===== src/rtl/seg7_pkg.sv =====
// Shared segment constants and types for the multiplexed 7-segment driver.
// Segment bit order is {g,f,e,d,c,b,a}, active-high before output polarity.
package seg7_pkg;

   typedef logic [6:0] seg7_t;

   localparam int BCD_W = 4;

   localparam seg7_t SEG_0     = 7'h3F;
   localparam seg7_t SEG_1     = 7'h06;
   localparam seg7_t SEG_2     = 7'h5B;
   localparam seg7_t SEG_3     = 7'h4F;
   localparam seg7_t SEG_4     = 7'h66;
   localparam seg7_t SEG_5     = 7'h6D;
   localparam seg7_t SEG_6     = 7'h7D;
   localparam seg7_t SEG_7     = 7'h07;
   localparam seg7_t SEG_8     = 7'h7F;
   localparam seg7_t SEG_9     = 7'h6F;
   localparam seg7_t SEG_A     = 7'h77;
   localparam seg7_t SEG_B     = 7'h7C;
   localparam seg7_t SEG_C     = 7'h39;
   localparam seg7_t SEG_D     = 7'h5E;
   localparam seg7_t SEG_E     = 7'h79;
   localparam seg7_t SEG_F     = 7'h71;
   localparam seg7_t SEG_BLANK = 7'h00;

endpackage


===== src/rtl/seg7_digit_decode.sv =====
// Combinational nibble-to-segment decoder with a forced-blank input.
// Define SEG_HEX_EN to render nibbles 10..15 as A b C d E F instead of blank.
module seg7_digit_decode
   import seg7_pkg::*;
(
   input  logic [BCD_W-1:0] i_nibble,
   input  logic             i_blank,
   output seg7_t            o_seg
);

   always_comb begin
      o_seg = SEG_BLANK;
      if (!i_blank) begin
         case (i_nibble)
            4'd0:    o_seg = SEG_0;
            4'd1:    o_seg = SEG_1;
            4'd2:    o_seg = SEG_2;
            4'd3:    o_seg = SEG_3;
            4'd4:    o_seg = SEG_4;
            4'd5:    o_seg = SEG_5;
            4'd6:    o_seg = SEG_6;
            4'd7:    o_seg = SEG_7;
            4'd8:    o_seg = SEG_8;
            4'd9:    o_seg = SEG_9;
`ifdef SEG_HEX_EN
            4'd10:   o_seg = SEG_A;
            4'd11:   o_seg = SEG_B;
            4'd12:   o_seg = SEG_C;
            4'd13:   o_seg = SEG_D;
            4'd14:   o_seg = SEG_E;
            4'd15:   o_seg = SEG_F;
`endif
            default: o_seg = SEG_BLANK;
         endcase
      end
   end

endmodule


===== src/rtl/seg7_scan_driver.sv =====
// Time-multiplexed N-digit 7-segment driver: shadow register, scan counters,
// anode guard, leading-zero blanking and output polarity. Hex digits via SEG_HEX_EN.
module seg7_scan_driver
   import seg7_pkg::*;
#(
   parameter int N_DIGITS     = 4,
   parameter int REFRESH_DIV  = 50000,
   parameter int GUARD_CYCLES = 2,
   parameter bit ACTIVE_LOW   = 1'b1
) (
   input  logic                      clk,
   input  logic                      rst,
   input  logic                      load,
   input  logic [BCD_W*N_DIGITS-1:0] value,
   input  logic [N_DIGITS-1:0]       dp_in,
   input  logic                      lzb,
   output logic [6:0]                seg,
   output logic                      dp,
   output logic [N_DIGITS-1:0]       an,
   output logic                      frame
);

   localparam int CNT_W = $clog2(REFRESH_DIV);
   localparam int IDX_W = (N_DIGITS > 1) ? $clog2(N_DIGITS) : 1;

   logic [BCD_W*N_DIGITS-1:0] r_value;
   logic [N_DIGITS-1:0]       r_dp;
   logic                      r_lzb;
   logic [CNT_W-1:0]          r_cnt;
   logic [IDX_W-1:0]          r_idx;
   seg7_t                     r_seg;
   logic                      r_dp_out;
   logic [N_DIGITS-1:0]       r_an;
   logic                      r_frame;

   logic [BCD_W-1:0]          w_nibble [N_DIGITS];
   logic [N_DIGITS-1:0]       w_zero_from;
   logic [N_DIGITS-1:0]       w_blank_vec;
   logic [N_DIGITS-1:0]       w_an_sel;
   logic                      w_last_cnt;
   logic                      w_last_idx;
   logic                      w_guard;
   seg7_t                     w_seg_code;

   // w_zero_from[i]: nibble i and every more-significant nibble are zero
   for (genvar gi = 0; gi < N_DIGITS; gi++) begin : g_digit
      assign w_nibble[gi] = r_value[gi*BCD_W +: BCD_W];
      if (gi == N_DIGITS - 1) begin : g_top
         assign w_zero_from[gi] = (w_nibble[gi] == '0);
      end else begin : g_lower
         assign w_zero_from[gi] = (w_nibble[gi] == '0) && w_zero_from[gi+1];
      end
   end

   assign w_blank_vec = r_lzb ? (w_zero_from & ~N_DIGITS'(1)) : '0;
   assign w_last_cnt  = (r_cnt == CNT_W'(REFRESH_DIV - 1));
   assign w_last_idx  = (r_idx == IDX_W'(N_DIGITS - 1));
   assign w_guard     = (r_cnt < CNT_W'(GUARD_CYCLES));
   assign w_an_sel    = N_DIGITS'(1) << r_idx;

   seg7_digit_decode u_decode (
      .i_nibble (w_nibble[r_idx]),
      .i_blank  (w_blank_vec[r_idx]),
      .o_seg    (w_seg_code)
   );

   always_ff @(posedge clk) begin
      if (rst) begin
         r_value  <= '0;
         r_dp     <= '0;
         r_lzb    <= 1'b0;
         r_cnt    <= '0;
         r_idx    <= '0;
         r_frame  <= 1'b0;
         r_seg    <= {7{ACTIVE_LOW}};
         r_dp_out <= ACTIVE_LOW;
         r_an     <= {N_DIGITS{ACTIVE_LOW}};
      end else begin
         if (load) begin
            r_value <= value;
            r_dp    <= dp_in;
            r_lzb   <= lzb;
         end

         if (w_last_cnt) begin
            r_cnt <= '0;
            r_idx <= w_last_idx ? '0 : r_idx + IDX_W'(1);
         end else begin
            r_cnt <= r_cnt + CNT_W'(1);
         end

         // Outputs reflect the counters and shadow as they stood before this edge
         r_frame  <= w_last_cnt && w_last_idx;
         r_seg    <= w_seg_code ^ {7{ACTIVE_LOW}};
         r_dp_out <= r_dp[r_idx] ^ ACTIVE_LOW;
         r_an     <= (w_guard ? '0 : w_an_sel) ^ {N_DIGITS{ACTIVE_LOW}};
      end
   end

   assign seg   = r_seg;
   assign dp    = r_dp_out;
   assign an    = r_an;
   assign frame = r_frame;

endmodule


===== config.mk =====
export PLATFORM = sky130hd
export DESIGN_NAME = seg7_scan_driver
export DESIGN_NICKNAME = d
export VERILOG_FILES = /design/src/rtl/seg7_pkg.sv /design/src/rtl/seg7_digit_decode.sv /design/src/rtl/seg7_scan_driver.sv
export SDC_FILE = /design/constraint.sdc
export NUM_CORES = 1
export LEC_CHECK = 0
export ABC_AREA = 1
export CORE_MARGIN = 5
export CORE_UTILIZATION = 42
export CTS_BUF_LIST = sky130_fd_sc_hd__clkbuf_8 sky130_fd_sc_hd__clkbuf_16
export CTS_CLUSTER_DIAMETER = 200
export CTS_CLUSTER_SIZE = 30
export DETAILED_ROUTE_END_ITERATION = 16
export PLACE_DENSITY = 0.72
export SLEW_MARGIN = 20
export SYNTH_ARGS = -nofsm -noshare
export SYNTH_HDL_FRONTEND = slang
export SYNTH_SLANG_ARGS = --single-unit

===== constraint.sdc =====
create_clock -name clk -period 1.8 [get_ports clk]
set_clock_uncertainty 0.05 [all_clocks]
set_input_delay 0.36 -clock clk [delete_from_list [all_inputs] [get_ports clk]]
set_output_delay 0.36 -clock clk [all_outputs]
set_load 0.01 [all_outputs]

==> impl_metrics.yaml, run 1 <==
setup_path:
  reg2reg_to: "seg[5]"
  r2r_cells: 9
  crit_fanout: 9
  timing.rr.start: "r_idx[0]"
  worstPathRequired_ps: 1930
  crit_path_end_kind: "register"
  path_class: "reg -> reg"
  worstPathArrival_ps: 1770
  reg2reg_slack_ps: 160
  worst_setup_path_start_kind: "register"
pwr:
  vdd_drop_max_uv: 410
  comb_power_share_pct: 12.7
  pwr-share-clk_pct: 31.0
  swShare_pct: 25.7
  p_int_w: 0.00163
  power_frac_seq_pct: 56.4
  switchingPower_w: 0.000566
  power_leakage_nw: 1.20
  powerDensity_mw_per_mm2: 721
global_routing:
  grt_pass1_wl_um: 9400
  grt_start_max_net_pins: 23
  grt_pass1_vias: 2190
  antenna_found_initial: 0
  grt_overflow: 0
  grt_use_total_pct: 15.0
synthesis:
  synth_compound_area_share_pct: 8.43
  synth_ff_type: "dfxtp_1"
  synthCells: 345
  synth_enable_flop_cells: 0
  yosysWarnings: 0
  synth_xor_area_share_pct: 1.40
  netlist_area_mm2: 0.00251
  ys_seq_area_share_pct: 41.5
  muxShareOfSynthArea_pct: 0
  synth-seq-cells: 52
  synth_fp_nets: 379
  synth_fa_ha_area_share_pct: 4.99
  avgSynthCellArea_um2: 7.27
  async_flop_share_pct: 0
  synth_top_family_by_area: "simple AND/OR/NAND/NOR gates"
  ys_types: 28
  synth_simple_gate_area_share_pct: 36.0
layout:
  final_cell_mix: "65 x nand2_1, 60 x nor2_1, 50 x dfxtp_1"
  final-instance-count-excl-fill: 461
  nets: 419
  drive_above_1_share_pct: 12.2
  final_cell_area_mm2: 0.00305
  antennaDiodeCount: 0
  fin_util_pct: 52.1
  mostFrequentLayoutCell: "nand2_1"
  area_growth_pct: 21.6
floorplanning:
  die_width_um: 87.3
  coreArea_mm2: 0.00585
  start_util_pct: 42.9
  die_height_um: 87.3
  num_rows: 28
  io_pins: 37
  dieArea_mm2: 0.00762
placed_design:
  io_buffers: 36
  place_inst: 453
  dpl-instance-area_mm2: 0.00295
  gp_congestion: 0.900
  place_hpwl_um: 4010
detailed_routing:
  drt-total-wl_um: 5220
  wl_per_cell_um: 11.3
  vias: 2259
  drt_iter0_markers: 148
  via_per_inst: 4.90
  first_pass_iters: 7
  drc_errors: 0
  final_antenna_net_count: 0
sta:
  tightest_slew_ps: 363
  post-route-min-period_ps: 1640
  clock.fmax_mhz: 609
  holdWs_ps: 426
  setup_tns_ps: 0
  min_period_over_period_pct: 91.3
  setup_violations: 0
  rsz0062_at_grt: "no"
  slew_viol_final: 0
  timing_hold_violations_final: 0
  slew_headroom_pct: 75.7
clock_tree:
  clk_latency_ps: 310
  numCtsBuffers: 5
  cts_max_level: 2
  cts_resized: 0
  clkTransAtPathRegs_ps: 110
  post_cts.repair.setup_buffers: 0
  clockBufferDepth: 2
  cts_root_buffer: "clkbuf_8"
  cts.sinks: 52
  cts_tree: "yes"
  hold_buffers: 0
run_status:
  status: "finished, final reports clean"
min_path:
  holdPathEnd: "r_dp[2]"
  hold_path.class: "reg -> reg"
  hp-start: "r_dp[2]"
  hold_depth: 2
job:
  drv_cap: 0
==> area by class of cell <==
cell class	instances	area, um2
clock buffer	5	68.8
clock inverter	3	26.3
fill	590	2800
inverter	31	119
multi-input combinational	252	1270
sequential	52	1040
tap	75	93.8
timing repair buffer	43	425
==> critical path: stages, from the launching register on <==
cell and delay, ps:
dfxtp_2 360, buf_4 170, nand2_1 70, nand3_1 80
nand2_1 160, inv_1 90, ha_1 190, nand3b_1 180
nand3_1 110, nand3_1 70
==> power by group through the flow <==
stage | sequential, W | combinational, W | clock, W
global route | 0.00125 | 0.000318 | 0.000754
detailed placement | 0.00127 | 0.000280 | 0
finish | 0.00124 | 0.000279 | 0.000681
CTS | 0.00124 | 0.000281 | 0.000711
global placement | 0.00126 | 0.000276 | 0
floorplan | 0.00127 | 0.000148 | 0
==> Yosys cell counts, drive strengths merged, types with 4 or more instances <==
master | n | area (um2)
nor2 | 75 | 329
nand2 | 71 | 287
dfxtp | 52 | 1040
nand3 | 39 | 205
inv | 30 | 115
o21ai | 25 | 125
a21oi | 15 | 86.3
ha | 10 | 125
buf | 6 | 60.1
nand4 | 5 | 31.3
clkbuf | 4 | 15.0
==> state kept, by name (all words and copies together) (netlist names) <==
register,flops
an,4
dp,1
frame,1
r_cnt,16
r_dp,4
r_idx,2
r_lzb,1
r_value,16
seg,7
==> how the worst max path moves through the flow <==
stage,start,endpoint,slack [ps],depth (start not counted)
after floorplan,r_idx[0],seg[5],250,10
after global placement,r_idx[1],seg[5],200,7
after detailed placement,r_idx[1],seg[5],120,7
after CTS,r_idx[1],seg[5],100,7
after global routing,r_idx[0],seg[5],60,9
final,r_idx[0],seg[5],160,9
==> cell families after synthesis <==
kind of cell               after synthesis
and+or+nand+nor                        198
DFF                                     52
buffers and inverters                   41
AOI/OAI and AO/OA                       40
adders and majority gates               10
xor gates and xnor gates                 4
==> routing by layer <==
layer  routed length (um)  track usage (%)
met5                    0                0
met4                   86             5.58
met3                  329             2.65
met2                 2240             23.3
met1                 2570             20.6
==> metrics by stage <==
step	power, W	setup slack, ps
detailed placement	0.00155	124
global placement	0.00154	205
finish	0.00220	157
CTS	0.00223	101
global route	0.00232	56.9
floorplan	0.00141	251
Power figures use the tool's default switching activity.
==> inputs of run 2 (changes only) <==
- CELL_PAD_IN_SITES_DETAIL_PLACEMENT: not set -> 1
- CELL_PAD_IN_SITES_GLOBAL_PLACEMENT: not set -> 1
- CORE_UTILIZATION: 42 -> 39
- PLACE_DENSITY: 0.72 -> 0.87
- TNS_END_PERCENT: not set -> 10
==> run 2 against run 1 <==
Compared with the run above:
- cell area is 1.8% higher
- register-to-register slack gained 20 ps
- wire length up 21%
- clock power grew 18%
- sequential power is essentially flat
- critical path type unchanged
- critical endpoint is now seg[3]
==> impl_metrics.yaml, run 2 (synthesis results as in run 1) <==
run_status:
  status: "finished, final reports clean"
layout:
  final_cell_mix: "65 x nand2_1, 60 x nor2_1, 50 x dfxtp_1"
  antennaDiodeCount: 0
  area_growth_pct: 23.8
  nets: 424
  mostFrequentLayoutCell: "nand2_1"
  final-instance-count-excl-fill: 468
  fin_util_pct: 49.2
  drive_above_1_share_pct: 13.0
detailed_routing:
  drt_iter0_markers: 59
  via_per_inst: 4.95
  wl_per_cell_um: 13.5
  drc_errors: 0
  vias: 2315
  drt-total-wl_um: 6320
  final_antenna_net_count: 0
  first_pass_iters: 4
global_routing:
  grt_use_total_pct: 15.5
  antenna_found_initial: 0
  grt_start_max_net_pins: 23
  grt_overflow: 0
  grt_pass1_vias: 2345
  grt_pass1_wl_um: 10700
sta:
  tightest_slew_ps: 379
  slew_viol_final: 0
  clock.fmax_mhz: 616
  setup_violations: 0
  min_period_over_period_pct: 90.1
  setup_tns_ps: 0
  timing_hold_violations_final: 0
  slew_headroom_pct: 74.6
  post-route-min-period_ps: 1620
  rsz0062_at_grt: "no"
setup_path:
  reg2reg_slack_ps: 180
  path_class: "reg -> reg"
  worstPathArrival_ps: 1750
  crit_path_end_kind: "register"
  worstPathRequired_ps: 1930
  crit_fanout: 10
  worst_setup_path_start_kind: "register"
job:
  drv_cap: 0
floorplanning:
  io_pins: 37
  num_rows: 29
  die_height_um: 90.2
  dieArea_mm2: 0.00814
  coreArea_mm2: 0.00631
  die_width_um: 90.2
  start_util_pct: 39.7
clock_tree:
  clkTransAtPathRegs_ps: 100
  clockBufferDepth: 2
  cts_root_buffer: "clkbuf_8"
  hold_buffers: 0
  cts_tree: "yes"
  clk_latency_ps: 300
  cts_resized: 0
  cts.sinks: 52
  post_cts.repair.setup_buffers: 0
  cts_max_level: 2
  numCtsBuffers: 5
pwr:
  power_leakage_nw: 1.24
  powerDensity_mw_per_mm2: 751
  power_w: 0.00233
  vdd_drop_max_uv: 340
placed_design:
  io_buffers: 36
  place_inst: 460
  gp_congestion: 0.843
  place_hpwl_um: 4740
min_path:
  hold_path.class: "reg -> reg"
-- run 2: cell count changes in the layout (fill, tap and decap cells not counted) --
cell	change
clkinv_2	+1
bufinv_16	+1
inv_6	-1
buf_4	+5
dfxtp_2	-1
inv_1	+1
dfxtp_4	+1
clkinv_4	-2
-- run 2: through the flow --
stage | instance area [um2] | setup WS [ps] | hold slack [ps]
final | 3110 | 178 | 414
after global routing | 3110 | 35.6 | 442
after CTS | 3100 | 8.40 | 418
after detailed placement | 2990 | 77.0 | 402
after global placement | 2990 | 134 | 398
after floorplan | 2510 | 251 | 383
-- run 2: area by class of cell --
cell class,instances,area (um2)
fillers,813,3210
multi-input cells,252,1270
flip-flops and latches,52,1050
repair buffers,48,463
inverters,31,119
well taps,77,96.3
clock buffers,5,68.8
clock inverters,3,38.8
-- run 2: metal layers --
| layer | global-route usage [%] | routed length [um] | vias to the layer above |
|---|---|---|---|
| met5 | 0 | 0 | - |
| met4 | 3.85 | 76 | 0 |
| met3 | 2.75 | 244 | 8 |
| met2 | 26.3 | 2980 | 38 |
| met1 | 20.3 | 3020 | 1076 |
| li1 | - | - | 1193 |
-- run 2: report_power, final --
group          total [W]  leakage [nW]  internal [W]  switching [W]
combinational   0.000293         0.749      0.000147       0.000146
clock           0.000803        0.0593      0.000408       0.000395
sequential       0.00124         0.429       0.00121      0.0000305
-- run 2: worst paths after layout --
| kind | cells past startpoint | startpoint | endpoint |
|---|---|---|---|
| worst max-delay path | 9 | r_idx[0] | seg[3] |
| worst min-delay path | 2 | r_dp[2] | r_dp[2] |
| worst max register to register | 9 | r_idx[0] | seg[3] |
| worst min register to register | 2 | r_dp[2] | r_dp[2] |
-- run 2: critical path: stages, from the launching register on --
cell and delay [ps]:
dfxtp_4 400, inv_2 110, nand2_1 60, nand3_1 70, nand2_1 90, buf_4 160
ha_1 280, nand3_1 100, nand3_1 100, nand3_1 70
